`config.mk`:
```
export PLATFORM = sky130hd
export DESIGN_NAME = score_tracker
export DESIGN_NICKNAME = d
export VERILOG_FILES = /design/src/rtl/score_tracker.sv
export SDC_FILE = /design/constraint.sdc
export NUM_CORES = 1
export LEC_CHECK = 0
export CAP_MARGIN = 20
export CELL_PAD_IN_SITES_DETAIL_PLACEMENT = 2
export CELL_PAD_IN_SITES_GLOBAL_PLACEMENT = 2
export CORE_ASPECT_RATIO = 0.6
export CORE_MARGIN = 3
export CORE_UTILIZATION = 38
export CTS_CLUSTER_DIAMETER = 80
export DETAILED_ROUTE_END_ITERATION = 8
export PLACE_DENSITY = 0.82
export SLEW_MARGIN = 20
export SYNTH_ARGS = -nofsm -noshare
export SYNTH_HDL_FRONTEND = slang
export SYNTH_SLANG_ARGS = --single-unit
```
`constraint.sdc`:
```
create_clock -name clk -period 10.3 [get_ports clk]
set_clock_uncertainty 0.2 [all_clocks]
set_input_delay 2.575 -clock clk [delete_from_list [all_inputs] [get_ports clk]]
set_output_delay 2.575 -clock clk [all_outputs]
set_load 0.005 [all_outputs]
```
`src/rtl/score_tracker.sv`:
```
// Score, streak, level and high-score engine for the Tetris core, plus a
// sequential double-dabble converter that keeps a BCD copy of the score.
module score_tracker #(
  parameter int unsigned SCORE_W    = 14,
  parameter int unsigned MAX_SCORE  = 9999,
  parameter int unsigned LINES_W    = 3,
  parameter int unsigned STREAK_MAX = 3,
  parameter int unsigned STREAK_W   = 2,
  parameter int unsigned LEVEL_W    = 4,
  parameter int unsigned LEVEL_STEP = 20,
  parameter int unsigned DIGITS     = 4
) (
  input  logic                  clk,
  input  logic                  rst,
  input  logic                  place_valid,
  input  logic [LINES_W-1:0]    lines_cleared,
  input  logic                  game_reset,
  input  logic [LEVEL_W-1:0]    level_offset,
  output logic [SCORE_W-1:0]    score,
  output logic [STREAK_W-1:0]   streaks,
  output logic [LEVEL_W-1:0]    level,
  output logic [SCORE_W-1:0]    high_score,
  output logic                  new_high,
  output logic [4*DIGITS-1:0]   bcd,
  output logic                  bcd_valid
);

  localparam int unsigned SUM_W  = SCORE_W + 1;
  localparam int unsigned STEP_W = (LEVEL_STEP > 1) ? $clog2(LEVEL_STEP) : 1;
  localparam int unsigned BCD_W  = 4 * DIGITS;
  localparam int unsigned SR_W   = BCD_W + SCORE_W;
  localparam int unsigned CNT_W  = $clog2(SCORE_W + 1);

  localparam logic [SCORE_W-1:0]  MAX_S      = SCORE_W'(MAX_SCORE);
  localparam logic [STREAK_W-1:0] STREAK_TOP = STREAK_W'(STREAK_MAX);
  localparam logic [CNT_W-1:0]    LAST_SHIFT = CNT_W'(SCORE_W - 1);

  typedef enum logic {
    CONV_IDLE,
    CONV_SHIFT
  } conv_state_t;

  logic [SCORE_W-1:0]  score_q, score_d;
  logic [STREAK_W-1:0] streaks_q, streaks_d;
  logic [LEVEL_W-1:0]  base_level_q, base_level_d;
  logic [STEP_W-1:0]   step_cnt_q, step_cnt_d;
  logic [SCORE_W-1:0]  high_score_q, high_score_d;
  logic                new_high_q, new_high_d;

  logic [SUM_W-1:0]    add, score_sum, step_sum;
  logic [LEVEL_W:0]    level_sum;

  conv_state_t         conv_state_q;
  logic [SR_W-1:0]     sr_q, sr_adj, sr_shift;
  logic [CNT_W-1:0]    cnt_q;
  logic [SCORE_W-1:0]  conv_src_q;
  logic [BCD_W-1:0]    bcd_q;

  always_comb begin
    add       = SUM_W'(lines_cleared) + SUM_W'(streaks_q);
    score_sum = SUM_W'(score_q) + add;
    step_sum  = SUM_W'(step_cnt_q) + add;

    score_d      = score_q;
    streaks_d    = streaks_q;
    base_level_d = base_level_q;
    step_cnt_d   = step_cnt_q;
    high_score_d = high_score_q;
    new_high_d   = 1'b0;

    // game_reset takes priority; a coincident placement is discarded and the
    // high-score comparison sees the score from before this cycle.
    if (game_reset) begin
      if (score_q > high_score_q) begin
        high_score_d = score_q;
        new_high_d   = 1'b1;
      end
      score_d      = '0;
      streaks_d    = '0;
      base_level_d = '0;
      step_cnt_d   = '0;
    end else if (place_valid) begin
      score_d = (score_sum >= SUM_W'(MAX_SCORE)) ? MAX_S : score_sum[SCORE_W-1:0];

      if (lines_cleared == '0)
        streaks_d = '0;
      else if (streaks_q >= STREAK_TOP)
        streaks_d = STREAK_TOP;
      else
        streaks_d = streaks_q + 1'b1;

      // Subtract-and-carry replaces a score/LEVEL_STEP divider; it works
      // because one placement can never add LEVEL_STEP or more points.
      if (score_q != MAX_S) begin
        if (step_sum >= SUM_W'(LEVEL_STEP)) begin
          step_cnt_d = STEP_W'(step_sum - SUM_W'(LEVEL_STEP));
          if (base_level_q != '1)
            base_level_d = base_level_q + 1'b1;
        end else begin
          step_cnt_d = STEP_W'(step_sum);
        end
      end
    end
  end

  always_ff @(posedge clk) begin
    if (!rst) begin
      score_q      <= '0;
      streaks_q    <= '0;
      base_level_q <= '0;
      step_cnt_q   <= '0;
      high_score_q <= '0;
      new_high_q   <= 1'b0;
    end else begin
      score_q      <= score_d;
      streaks_q    <= streaks_d;
      base_level_q <= base_level_d;
      step_cnt_q   <= step_cnt_d;
      high_score_q <= high_score_d;
      new_high_q   <= new_high_d;
    end
  end

  always_comb begin
    level_sum = {1'b0, base_level_q} + {1'b0, level_offset};
    level     = level_sum[LEVEL_W] ? base_level_q : level_sum[LEVEL_W-1:0];
  end

  always_comb begin
    sr_adj = sr_q;
    for (int unsigned i = 0; i < DIGITS; i++) begin
      if (sr_q[SCORE_W + 4*i +: 4] >= 4'd5)
        sr_adj[SCORE_W + 4*i +: 4] = sr_q[SCORE_W + 4*i +: 4] + 4'd3;
    end
    sr_shift = sr_adj << 1;
  end

  // bcd is only written on the last shift, so it never shows a partial value.
  always_ff @(posedge clk) begin
    if (!rst) begin
      conv_state_q <= CONV_IDLE;
      sr_q         <= '0;
      cnt_q        <= '0;
      conv_src_q   <= '0;
      bcd_q        <= '0;
    end else begin
      case (conv_state_q)
        CONV_IDLE: begin
          if (score_q != conv_src_q) begin
            sr_q         <= {{BCD_W{1'b0}}, score_q};
            conv_src_q   <= score_q;
            cnt_q        <= '0;
            conv_state_q <= CONV_SHIFT;
          end
        end
        CONV_SHIFT: begin
          sr_q  <= sr_shift;
          cnt_q <= cnt_q + 1'b1;
          if (cnt_q == LAST_SHIFT) begin
            bcd_q        <= sr_shift[SR_W-1 -: BCD_W];
            conv_state_q <= CONV_IDLE;
          end
        end
        default: conv_state_q <= CONV_IDLE;
      endcase
    end
  end

  assign score      = score_q;
  assign streaks    = streaks_q;
  assign high_score = high_score_q;
  assign new_high   = new_high_q;
  assign bcd        = bcd_q;
  assign bcd_valid  = (conv_state_q == CONV_IDLE) && (score_q == conv_src_q);

endmodule
```
==> results.py <==
metrics = {
    "drt": {
        "dr.pass1.iters": 4,
        "drt-wirelength-per-cell_um": 21.7,
        "viasPerCell": 5.61,
        "drt-total-wl_um": 21500,
        "via_count": 5561,
        "drt_iter0_markers": 358,
        "route.detailed.drc": 0,
        "postRouteAntennaNets": 0,
    },
    "power": {
        "vdd_drop_max_v": 0.0000645,
        "powerDensity_mw_per_mm2": 122,
        "p_leak_uw": 0.00292,
    },
    "floorplan": {
        "die-area_mm2": 0.0182,
        "die_h_um": 106,
        "initial_core_util_pct": 39.8,
        "num_rows": 35,
        "io_pins": 63,
        "fp.dieW_um": 172,
        "core_area_mm2": 0.0158,
    },
    "synth": {
        "ys_types": 67,
        "yosys.area.top_type_share_pct": 33.5,
        "async_flop_share_pct": 0,
        "postSynthAreaPerCell_um2": 8.50,
        "synthCells": 739,
        "synth_area_leaders": "dfxtp_1 (33%), mux2i_1 (9.2%), ha_1 (8.2%), nand2_1 (7.1%), o21ai_0 (3.4%)",
        "ys_ff_latch": 105,
        "synth_ff_type": "dfxtp_1",
        "synth_area_mm2": 0.00628,
        "synth_edf_count": 0,
        "yosysWarnings": 0,
        "synth_area_leader_cell": "dfxtp_1",
        "synth_nets": 795,
        "yosysSeqAreaShare_pct": 33.5,
    },
    "worst_setup_path": {
        "cp.required_ns": 7.53,
        "path_max_fanout": 7,
        "worstSetupEndpointType": "output port",
        "crit_type": "in -> out",
        "crit_chain": "clkdlybuf4s50_1 > ha_1 > inv_1 > fa_1 > nor2b_1 > o21ai_0 > nand2b_1 > mux2_2 > clkdlybuf4s50_1",
        "cp_slowest_stage_delay_ns": 0.46,
        "start_kind": "primary input",
        "crit_top_cell": "clkdlybuf4s50_1",
        "critPathSlowestCell": "clkdlybuf4s50_1",
        "cp.arrival_ns": 4.86,
    },
    "timing": {
        "slew_headroom_pct": 40.9,
        "fmax_ghz": 0.131,
        "tightest_slew_ns": 0.885,
        "setup_viol": 0,
        "rsz0062_at_grt": "false",
        "fin_hold_ws_ns": 0.271,
        "slew_violations": 0,
        "finalCritPeriodShare_pct": 74.1,
        "finalHoldViolCount": 0,
        "period_minus_slack_ns": 7.63,
        "fin_ws_ns": 2.67,
        "fin_setup_tns_ns": 0,
    },
    "clock_network": {
        "clkLatencyLatePin_ns": 0.35,
        "htree_levels": 3,
        "post_cts_resized": 0,
        "clock-sinks": 105,
        "cts_hold_buf": 0,
        "clkSlewWorstSetupHoldPaths_ns": 0.08,
        "cts_setup_buffers": 0,
        "numCtsBuffers": 9,
        "root_buffer": "clkbuf_16",
        "cts_tree": "built",
        "clock_path_buffers": 2,
    },
    "global_routing": {
        "grt_pass1_vias": 6124,
        "grt_max_degree": 97,
        "met1_usage_pct": 33.5,
        "gr-usage-met2_pct": 40.1,
        "grt_pass1_wl_um": 35000,
        "antenna_found_initial": 0,
        "track_usage_pct": 24.5,
        "overflow": 0,
        "use_met3_pct": 5.25,
        "busiest_layer": "met2",
    },
    "placed_design": {
        "place.gp.congestion": 0.863,
        "dpl.hpwl_um": 15000,
        "io_buffer_count": 62,
        "dp_slack_ns": 2.64,
    },
    "hold_path": {
        "min_path_type": "reg -> reg",
    },
    "final_layout": {
        "antenna_cells": 0,
        "syn_to_final_growth_pct": 16.6,
        "layout_common_cells": "nand2_1 (118), dfxtp_1 (104), clkdlybuf4s50_1 (61), mux2i_1 (58), o21ai_0 (43)",
        "utilization_pct": 46.5,
        "nets": 839,
        "layout.cells.most_common": "nand2_1",
        "drive_gt1_share_pct": 6.60,
    },
    "outcome": {
        "status": "complete, no violations",
    },
    "flow_run": {
        "maxCapViolCount": 0,
    },
}
==> stage by stage <==
step / power, uW / area [um^2] / instances
6_report: 893 / 7320 / 991
5_1_grt: 930 / 7320 / 991
4_1_cts: 903 / 7310 / 991
3_5_place_dp: 554 / 7020 / 975
3_3_place_gp: 545 / 7020 / 975
2_1_floorplan: 513 / 6280 / 739
==> critical path, delay by kind of cell <==
family | cells | cell delay (ns)
AND/OR/NAND/NOR | 2 | 0.32
AO/OA/AOI/OAI | 1 | 0.08
adder cells (fa/ha/maj) | 2 | 0.56
buffers and inverters | 3 | 0.96
multiplexers | 1 | 0.36
==> power breakdown <==
| group | internal (uW) | total, uW | switching [uW] |
|---|---|---|---|
| clock network | 175 | 348 | 173 |
| registers | 410 | 417 | 6.73 |
| logic | 49.9 | 128 | 78.2 |
==> cell families after synthesis <==
group	count (synthesis)	share of synthesized area, %
AND/OR/NAND/NOR	286	22.8
AO/OA/AOI/OAI	136	14.7
flip-flops	105	33.5
buffers and inverters	77	5.80
multiplexers	60	9.60
adder cells (fa/ha/maj)	45	9.44
XOR/XNOR	30	4.18
==> per-layer routing <==
layer / vias up / share of wire [%]
met4: 0 / 0.81
li1: 2632 / -
met2: 95 / 47
met1: 2818 / 48
met5: - / 0
met3: 16 / 4.4
==> cell usage after synthesis, drive strengths merged, types with 4 or more instances <==
cell      n
a21oi    24
ha       41
nand2b    9
nor2b    24
mux2i    58
fa        4
nor4      4
and2     29
nor3     10
a31oi    11
a21o     10
nand2   118
and3      8
xnor2    18
xor2     12
dfxtp   105
clkbuf   26
nor3b     7
o211a     9
nand3    21
inv      34
o211ai    4
o21ai    44
or3       4
nand4    13
a21boi   12
nor2     32
buf      17
==> sequential cells by signal (all words and copies together) (netlist names) <==
signal,count
sr_q,30
high_score,14
streaks,2
new_high,1
step_cnt_q,5
conv_src_q,14
conv_state_q,1
base_level_q,4
bcd,16
cnt_q,4
score,14
==> layout make-up <==
type | count | area, um^2
Clock buffer | 10 | 239
Clock inverter | 6 | 51.3
Fill cell | 1709 | 8440
Inverter | 34 | 128
Multi-Input combinational cell | 557 | 3830
Sequential cell | 105 | 2100
Tap cell | 203 | 254
Timing Repair Buffer | 76 | 721
==> path summary, 6_finish.rpt <==
| check | start | to | slack, ns | cells past startpoint |
|---|---|---|---|---|
| setup / recovery | level_offset[0] | level[0] | 2.67 | 9 |
| hold / removal | bcd[6] | bcd[6] | 0.27 | 2 |
| setup reg to reg | streaks[0] | score[1] | 6.09 | 11 |
| hold reg to reg | bcd[6] | bcd[6] | 0.27 | 2 |
Power figures use the tool's default switching activity.
